<file path="config.mk">
export PLATFORM = sky130hd
export DESIGN_NAME = hp_bar_display
export DESIGN_NICKNAME = d
export VERILOG_FILES = /design/src/rtl/hp_pkg.sv /design/src/rtl/heart_bitmap.sv /design/src/rtl/hp_bar_display.sv
export SDC_FILE = /design/constraint.sdc
export NUM_CORES = 1
export LEC_CHECK = 0
export ABC_AREA = 1
export CAP_MARGIN = 10
export CORE_MARGIN = 10
export CORE_UTILIZATION = 45
export CTS_CLUSTER_SIZE = 25
export DETAILED_ROUTE_END_ITERATION = 12
export PLACE_DENSITY_LB_ADDON = 0.12
export SLEW_MARGIN = 20
export SYNTH_ARGS = -nofsm -noshare
export SYNTH_HDL_FRONTEND = slang
export SYNTH_SLANG_ARGS = --single-unit
</file>
<file path="constraint.sdc">
create_clock -name clk -period 3.75 [get_ports clk]
set_input_delay 0.75 -clock clk [delete_from_list [all_inputs] [get_ports clk]]
set_output_delay 0.75 -clock clk [all_outputs]
set_load 0.05 [all_outputs]
</file>
<file path="src/rtl/hp_pkg.sv">
// Shared definitions for the HP bar: transparent colour, heart artwork and blink FSM states.
package hp_pkg;

    localparam logic [7:0] TRANSPARENT = 8'hFF;

    localparam int BMP_W = 16;
    localparam int BMP_H = 16;

    localparam logic [7:0] HEART_RED  = 8'hE0;
    localparam logic [7:0] HEART_PINK = 8'hF6;

    // Bit 15 of each row is the leftmost pixel.
    localparam logic [0:BMP_H-1][BMP_W-1:0] HEART_MASK = {
        16'b0000000000000000,
        16'b0011100000011100,
        16'b0111110000111110,
        16'b1111111001111111,
        16'b1111111111111111,
        16'b1111111111111111,
        16'b1111111111111111,
        16'b0111111111111110,
        16'b0011111111111100,
        16'b0001111111111000,
        16'b0000111111110000,
        16'b0000011111100000,
        16'b0000001111000000,
        16'b0000000110000000,
        16'b0000000000000000,
        16'b0000000000000000
    };

    // Small specular highlight on the left lobe; always a subset of the mask.
    localparam logic [0:BMP_H-1][BMP_W-1:0] HEART_HILITE = {
        16'b0000000000000000,
        16'b0000000000000000,
        16'b0011000000000000,
        16'b0110000000000000,
        16'b0000000000000000,
        16'b0000000000000000,
        16'b0000000000000000,
        16'b0000000000000000,
        16'b0000000000000000,
        16'b0000000000000000,
        16'b0000000000000000,
        16'b0000000000000000,
        16'b0000000000000000,
        16'b0000000000000000,
        16'b0000000000000000,
        16'b0000000000000000
    };

    typedef logic [0:BMP_H-1][0:BMP_W-1][7:0] heart_bmp_t;

    function automatic heart_bmp_t build_heart();
        heart_bmp_t bmp;
        for (int y = 0; y < BMP_H; y++) begin
            for (int x = 0; x < BMP_W; x++) begin
                if (HEART_HILITE[y][BMP_W-1-x])
                    bmp[y][x] = HEART_PINK;
                else if (HEART_MASK[y][BMP_W-1-x])
                    bmp[y][x] = HEART_RED;
                else
                    bmp[y][x] = 8'h00;
            end
        end
        return bmp;
    endfunction

    // Entry value 0 marks an empty (see-through) bitmap pixel.
    localparam heart_bmp_t HEART_BMP = build_heart();

    typedef enum logic {
        IDLE  = 1'b0,
        BLINK = 1'b1
    } blink_state_t;

endpackage

</file>
<file path="src/rtl/heart_bitmap.sv">
// Combinational heart artwork lookup; offsets outside the artwork return 0 (empty).
module heart_bitmap
    import hp_pkg::*;
(
    input  logic [10:0] i_offset_x,
    input  logic [10:0] i_offset_y,
    output logic [7:0]  o_color
);

    always_comb begin
        o_color = 8'h00;
        if ((i_offset_x < 11'(BMP_W)) && (i_offset_y < 11'(BMP_H)))
            o_color = HEART_BMP[i_offset_y[3:0]][i_offset_x[3:0]];
    end

endmodule

</file>
<file path="src/rtl/hp_bar_display.sv">
// Row of heart slots showing current HP, with a blink on the most recently lost heart.
//   state | meaning
//   IDLE  | no blink; slots below hpCount are solid
//   BLINK | slot blinkIdx toggles every 4 frames until BLINK_FRAMES frames elapse
module hp_bar_display
    import hp_pkg::*;
#(
    parameter int MAX_HP       = 5,
    parameter int START_HP     = 3,
    parameter int TOP_LEFT_X   = 16,
    parameter int TOP_LEFT_Y   = 8,
    parameter int HEART_W      = 16,
    parameter int HEART_H      = 16,
    parameter int GAP          = 4,
    parameter int BLINK_FRAMES = 32
) (
    input  logic        clk,
    input  logic        reset,
    input  logic        startOfFrame,
    input  logic [10:0] pixelX,
    input  logic [10:0] pixelY,
    input  logic        decrease,
    input  logic        increase,
    output logic        drawingRequest,
    output logic [7:0]  RGBout,
    output logic [3:0]  hpCount,
    output logic        hpEmpty,
    output logic        hpEmptyPulse
);

    localparam logic [10:0] SLOT_Y0 = 11'(TOP_LEFT_Y);
    localparam logic [10:0] SLOT_Y1 = 11'(TOP_LEFT_Y + HEART_H - 1);

    function automatic logic [10:0] slot_x0(input int i);
        return 11'(TOP_LEFT_X + i * (HEART_W + GAP));
    endfunction

    logic [3:0]   r_hp;
    logic         r_empty_pulse;
    blink_state_t r_state, w_state_nxt;
    logic [5:0]   r_frame_cnt, w_frame_nxt;
    logic [3:0]   r_blink_idx, w_idx_nxt;
    logic         r_draw;
    logic [7:0]   r_rgb;

    logic              w_dec_eff;
    logic              w_inc_eff;
    logic              w_blink_on;
    logic [MAX_HP-1:0] w_visible;
    logic              w_in_y;
    logic              w_hit;
    logic [10:0]       w_off_x;
    logic [10:0]       w_off_y;
    logic [7:0]        w_color;
    logic              w_opaque;

    // Simultaneous decrease/increase cancel out entirely.
    assign w_dec_eff = decrease && !increase && (r_hp != 4'd0);
    assign w_inc_eff = increase && !decrease && (r_hp != 4'(MAX_HP));

    always_ff @(posedge clk or posedge reset) begin
        if (reset) begin
            r_hp          <= 4'(START_HP);
            r_empty_pulse <= 1'b0;
        end else begin
            r_empty_pulse <= w_dec_eff && (r_hp == 4'd1);
            if (w_dec_eff)
                r_hp <= r_hp - 4'd1;
            else if (w_inc_eff)
                r_hp <= r_hp + 4'd1;
        end
    end

    always_ff @(posedge clk or posedge reset) begin
        if (reset) begin
            r_state     <= IDLE;
            r_frame_cnt <= 6'd0;
            r_blink_idx <= 4'd0;
        end else begin
            r_state     <= w_state_nxt;
            r_frame_cnt <= w_frame_nxt;
            r_blink_idx <= w_idx_nxt;
        end
    end

    always_comb begin
        w_state_nxt = r_state;
        w_frame_nxt = r_frame_cnt;
        w_idx_nxt   = r_blink_idx;
        case (r_state)
            IDLE: begin
                if (w_dec_eff) begin
                    w_state_nxt = BLINK;
                    w_idx_nxt   = r_hp - 4'd1;
                    w_frame_nxt = 6'd0;
                end
            end
            BLINK: begin
                if (w_dec_eff) begin
                    w_idx_nxt   = r_hp - 4'd1;
                    w_frame_nxt = 6'd0;
                end else if (w_inc_eff) begin
                    // The refilled slot is the one that was blinking.
                    w_state_nxt = IDLE;
                    w_frame_nxt = 6'd0;
                end else if (startOfFrame) begin
                    if (r_frame_cnt == 6'(BLINK_FRAMES - 1)) begin
                        w_state_nxt = IDLE;
                        w_frame_nxt = 6'd0;
                    end else begin
                        w_frame_nxt = r_frame_cnt + 6'd1;
                    end
                end
            end
            default: begin
                w_state_nxt = IDLE;
                w_frame_nxt = 6'd0;
            end
        endcase
    end

    assign w_blink_on = (r_state == BLINK) && !r_frame_cnt[2];

    always_comb begin
        w_visible = '0;
        for (int i = 0; i < MAX_HP; i++)
            w_visible[i] = (4'(i) < r_hp) || (w_blink_on && (r_blink_idx == 4'(i)));
    end

    // One comparator pair per slot; slots never overlap so at most one hits.
    always_comb begin
        w_hit   = 1'b0;
        w_off_x = 11'd0;
        w_in_y  = (pixelY >= SLOT_Y0) && (pixelY <= SLOT_Y1);
        for (int i = 0; i < MAX_HP; i++) begin
            if (w_in_y && w_visible[i] &&
                (pixelX >= slot_x0(i)) &&
                (pixelX <= slot_x0(i) + 11'(HEART_W - 1))) begin
                w_hit   = 1'b1;
                w_off_x = pixelX - slot_x0(i);
            end
        end
    end

    assign w_off_y = pixelY - SLOT_Y0;

    heart_bitmap u_heart_bitmap (
        .i_offset_x (w_off_x),
        .i_offset_y (w_off_y),
        .o_color    (w_color)
    );

    assign w_opaque = w_hit && (w_color != 8'h00);

    always_ff @(posedge clk or posedge reset) begin
        if (reset) begin
            r_draw <= 1'b0;
            r_rgb  <= TRANSPARENT;
        end else begin
            r_draw <= w_opaque;
            r_rgb  <= w_opaque ? w_color : TRANSPARENT;
        end
    end

    assign drawingRequest = r_draw;
    assign RGBout         = r_rgb;
    assign hpCount        = r_hp;
    assign hpEmpty        = (r_hp == 4'd0);
    assign hpEmptyPulse   = r_empty_pulse;

endmodule
</file>
; Yosys cells after proc, flatten, opt, wreduce, memory -nomap -nowiden
; Memory sizes are Yosys's and may differ from the RTL's.
; Cells that the tools add are included.
[word_totals]
mem_bits_ro = 2048
in_bits = 27
mem_bits_rw = 0
n_memories = 1
elab_cells = 125
latch_bits = 0
ff_bits = 25
[mem_list]
columns = name, depth, word_bits, read_ports, rd_clocked_by_memory_dff, wr, line
row1 = (name not given), 16, 128, 1, 0, 0, heart_bitmap.sv:13  ; o_color = HEART_BMP[i_offset_y[3:0]][i_offset_x[3:0]];
[op_classes]
n_mux = 32
div = 0
reduce_logical = 43
n_lt_le_gt_ge = 21
n_addsub = 9
n_eq_ne = 9
shift = 0
bitwise_logic = 3
multipliers = 0
[op_table]
columns = op, n
row1 = $mux 128, 2
row2 = $mux 11, 5
row3 = $le 11x7->1 const B, 3
row4 = $bmux 8 s4, 1
row5 = $mux 8, 4
row6 = $mux 6, 5
row7 = $logic_and 1x1->1, 29
row8 = $ge 11x6->1 const B, 2
row9 = $ge 11x7->1 const B, 2
row10 = $le 11x5->1 const B, 2
row11 = $lt 11x5->1 const B, 2
row12 = $sub 11x6->11 const B, 2
row13 = $sub 11x7->11 const B, 2
row14 = $mux 4, 3
row15 = $pmux 6 s2, 1
row16 = $ge 11x4->1 const B, 1
row17 = $ge 11x5->1 const B, 1
row18 = $le 11x6->1 const B, 1
row19 = $sub 11x4->11 const B, 1
row20 = $sub 11x5->11 const B, 1
row21 = $ge 5x5->1 const B, 2
row22 = $mux 1, 10
row23 = $not 4->5, 2
row24 = $eq 4x1->1 const B, 2
row25 = other kinds (21), 31

; Longest topological paths before layout
[logic_depth]
ltp_word = 20
ltp_mapped = 23

; By module
; From an unflattened synthesis, not the netlist that was laid out.
[hier_totals]
hier_cells = 563
hier_area_um2 = 3599.7
[by_module_without_submodules]
columns = mod, area_each_um2, n_inst, cells_each, seq_area_each_um2
row1 = hp_bar_display, 3138.0, 1, 468, 638.1
row2 = heart_bitmap, 461.7, 1, 95, 0.0

; Least setup slack after synthesis
; Ideal clock, no wire load.
[synth_path]
path_type = input to register
startpoint = input port pixelX[4]
endpoint = register r_draw (netlist: drawingRequest)
setup_slack_ns = 1.073
setup_ns = 0.077
path_stages = 16
n_path_buf = 1
arrival_time_ns = 2.599
cell_sequence = buf_2 > clkinv_2 > ha_1 > nand2_1 > nand2_1 > a21oi_2 > nand3_1 > nand4_2 > nand2_2 > o21ai_4 > nand2_1 > nand2_1 > nand3_1 > nand3_2 > nand3_2 > a21oi_1
[synth_via]
elab_chain_cells = 15
[synth_lines]
columns = item, line
row1 = start: declaration, hp_bar_display.sv:20  ; input logic [10:0] pixelX,
row2 = $ge 11x5->1, hp_bar_display.sv:137  ; (pixelX >= slot_x0(i)) &&
row3 = $logic_and 1x1->1, hp_bar_display.sv:136  ; if (w_in_y && w_visible[i] &&
row4 = $logic_and 1x1->1, hp_bar_display.sv:137
row5 = $mux 11 (5 in a row), hp_bar_display.sv:136
row6 = $not 4->5 (implied by the code), heart_bitmap.sv:13
row7 = $bmux 8 s4, heart_bitmap.sv:13
row8 = $mux 8 (implied by the code) (2 in a row), heart_bitmap.sv:13
row9 = $mux 8, heart_bitmap.sv:12  ; if ((i_offset_x < 11'(BMP_W)) && (i_offset_y < 11'(BMP_H)))
row10 = $reduce_bool 8->1, hp_bar_display.sv:153  ; assign w_opaque = w_hit && (w_color != 8'h00);
row11 = $logic_and 1x1->1 (*), hp_bar_display.sv:153
row12 = net w_opaque, hp_bar_display.sv:55  ; logic w_opaque;
row13 = end signal: assignment, hp_bar_display.sv:160  ; r_draw <= w_opaque;
row14 = end: declaration, hp_bar_display.sv:43  ; logic r_draw;
; Mark *: on every way through the listed nets, which the timed path passes. The rest lies on a longest branch. The select of a mux whose other input is x is not followed.
; A chain may end at the register's enable or synchronous reset.

; Worst setup path after layout
[layout_path]
startpoint = input port pixelX[3]
endpoint = register r_draw (netlist: drawingRequest)
; Same word-level chain as after synthesis.

==> impl_metrics.toml <==
[setup_path]
worstSetupPathType = "in -> reg"
regToRegStartpoint = "hpCount[0]"
rrSetupSlack_ns = 1.24
crit_path_top_delay_cell = "clkdlybuf4s50_1"
worst-endpoint-required_ns = 3.90
worstSetupEndpointType = "flop"
crit_path_max_incr_delay_ns = 0.68
worst_setup_path_start_kind = "input pin"
cp.buffers_inverters = 2
r2r_end = "r_frame_cnt[5]"
cpMostUsedCell = "nand2_1"
worst-endpoint-arrival_ns = 3.48
crit_path_cell_trace = "clkdlybuf4s50_1, inv_1, ha_1, o21ai_0, nor2_1, nand3_1, nand2_1, nor2_1, nand2_1, nand2_1, nand2_1, nand2_1, nand2_2, nor2_1, nand2_1, nand3_1, nand3_2, nand3_2, a21oi_1"
r2r.worst_path.cells = 13
timing.critical_path.max_delay_family = "simple AND/OR/NAND/NOR gates"
crit_path_max_fanout = 8

[global_route]
antenna_found_initial = 0
groute.usage.overall_pct = 15.1
grt_max_degree = 21
grt_pass1_wl_um = 14600
number_of_global_route_vias_before_repair = 3174
residual_overflow_from_global_routing = 0
grt.met1_usage_pct = 20.7
globalRoute.busiestLayer = "met2"
use_met2_pct = 24.8
met3_routing_resource_usage_after_global_routing_pct = 1.84

[floorplan]
io_pins = 42
fp.dieW_um = 105
dieArea_um2 = 10900
core-area_um2 = 6870
floorplan.rows = 30
initial_core_util_pct = 46.8
chipHeight_um = 105

[final_layout]
nNetsFinal = 617
most_frequent_cells_in_the_layout = "nand2_1 (120), inv_1 (72), nor2_1 (68), nand3_1 (56), clkdlybuf4s50_1 (41)"
post-route-cell-area_um2 = 3780
finish.utilization_pct = 55.0
layout.cells.most_common = "nand2_1"
antenna_cells = 0
area_growth_syn_to_layout_pct = 17.6
drive_gt1_share_pct = 13.1

[yosys]
synth_top_flop_cell = "dfrtp_1"
yosys_warnings = 0
netlist_top_cells_area = "nand2_1 (14%), ha_1 (12%), dfrtp_1 (12%)"
netlist_area_um2 = 3220
instance_count_of_the_mapped_netlist = 518
synth_edf_count = 0
synth_seq_area_share_pct = 15.8
yosys.cell_types.count = 48
synth_nets = 577
synth.largest_area_cell = "nand2_1"
ys_ff_latch = 20
portion_of_synthesized_cell_area_occupied_by_the_leading_cell_type_pct = 14.0
ys_async_sr_fraction_pct = 100
synth_area_per_cell_um2 = 6.21

[clocking]
cts.reportedPaths.clkPinSlew_ns = 0.08
cts_made_buffers = 3
cts.root.buffer_cell = "clkbuf_8"
cts_tree = "done"
clock_tree.htree_level_count = 1
cts.path.max_buffers = 2
worst_skew_pair.late_latency_ns = 0.26
postCtsHoldBufs = 0
post_cts_buffers = 0
cts_repair_resize_count = 0
clkSinkCount = 20

[power]
p_leak_nw = 1.85
peakVddDrop_mv = 0.454
powerDensity_nw_per_um2 = 316

[worst_hold_path]
worstHoldEndpoint = "r_frame_cnt[5]"
hold_path_depth = 2
worstHoldStart = "r_frame_cnt[5]"
worstHoldPathType = "reg -> reg"

[sta]
fin_worst_hold_slack_ns = 0.536
setup_viol = 0
tightest_slew_ns = 0.757
drv_slew = 0
fin_skew_ns = 0.00124
setup_total_negative_slack_ns = 0
min_period_over_period_pct = 88.7
period_minus_slack_ns = 3.33
clock.fmax_mhz = 301
worst_slew_margin_rel_pct = 49.5
finalHoldViolations = 0
rsz0062_at_grt = "no"

[routing]
via_count = 3280
initialDrtViolationCount = 151
routed_via_density = 5.02
drtPass1Iterations = 4
final_routed_wirelength_um = 8500
routed_wire_length_per_instance_um = 13.0
route.antenna.remaining_nets = 0
drc_errors = 0

[placed_design]
dp_hpwl_um = 7130
finalWeightedCongestion = 0.940
placed_cell_area_um2 = 3710
placement.io_buffers = 41

[status]
outcome = "completed"

[job]
maxCapViolations = 0
## metal layers
layer	up-vias	share of wire [%]
met5	-	0
met4	0	1.6
met3	10	4.1
met2	62	45
met1	1478	49
li1	1730	-
## registers in the layout (all words and copies together), names as in the netlist
name / flops
r_blink_idx: 4
drawingRequest: 1
hpCount: 4
hpEmptyPulse: 1
r_state: 1
RGBout: 3
r_frame_cnt: 6
## per-stage QoR
step / setup WS [ns] / std cells / power (mW)
2_1_floorplan: 1.07 / 518 / 0.790
3_3_place_gp: 0.159 / 649 / 0.972
3_5_place_dp: 0.136 / 649 / 0.978
4_1_cts: 0.409 / 653 / 1.20
5_1_grt: 0.0882 / 653 / 1.31
6_report: 0.423 / 653 / 1.20
## worst max path at each step
stage                         start             end  cells after the start
after floorplan           pixelX[4]  drawingRequest                     16
after global placement    pixelX[3]  drawingRequest                     19
after detailed placement  pixelX[3]  drawingRequest                     18
after CTS                 pixelX[3]  drawingRequest                     18
after global routing      pixelX[3]       RGBout[3]                     19
final                     pixelX[3]  drawingRequest                     19
## kinds of logic (layout without fill, tap and decap cells)
logic type | Yosys count | after routing | share of synthesized area [%]
adder cells (fa/ha/maj) | 32 | 32 | 12.5
buffers and inverters | 96 | 135 | 12.4
AO/OA/AOI/OAI | 57 | 57 | 11.4
flip-flops | 20 | 20 | 15.8
XOR/XNOR | 9 | 9 | 2.45
AND/OR/NAND/NOR | 304 | 304 | 45.5
## where the power goes
part	internal, mW	total, mW	switching, mW
clock	0.142	0.216	0.0737
combinational	0.218	0.632	0.413
sequential	0.281	0.349	0.0676
total	0.642	1.20	0.555
## worst register-to-register path: cells and delay by family (launching register included)
family	cells	cell delay [ns]
adder cells (fa/ha/maj)	1	0.22
AO/OA/AOI/OAI	3	0.30
AND/OR/NAND/NOR	4	0.51
flip-flops	1	0.61
buffers and inverters	5	0.75
## final cells by class
| type | count | area (µm²) |
|---|---|---|
| fillers | 694 | 3090 |
| multi-input cells | 402 | 2310 |
| flip-flops and latches | 20 | 507 |
| repair buffers | 47 | 455 |
| inverters | 84 | 318 |
| well taps | 96 | 120 |
| clock buffers | 3 | 41.3 |
| clock inverters | 1 | 30.0 |
## cells in the mapped netlist (2+ instances only)
master    instances
a21oi_1          12
a21oi_2           3
a22oi_1           3
a31oi_1           2
buf_2             5
buf_4             6
clkinv_2          2
dfrtp_1          15
dfstp_2           5
ha_1             32
inv_1            72
inv_2            10
nand2_1         120
nand2_2          14
nand2_4           2
nand3_1          56
nand3_2           9
nand3_4           3
nand4_1           5
nor2_1           68
nor2_2            7
nor3_1           10
o211ai_1          2
o21ai_0          22
o22ai_1           2
or2_2             2
xnor2_1           2
xor2_1            7
(Power assumes the default switching activity.)
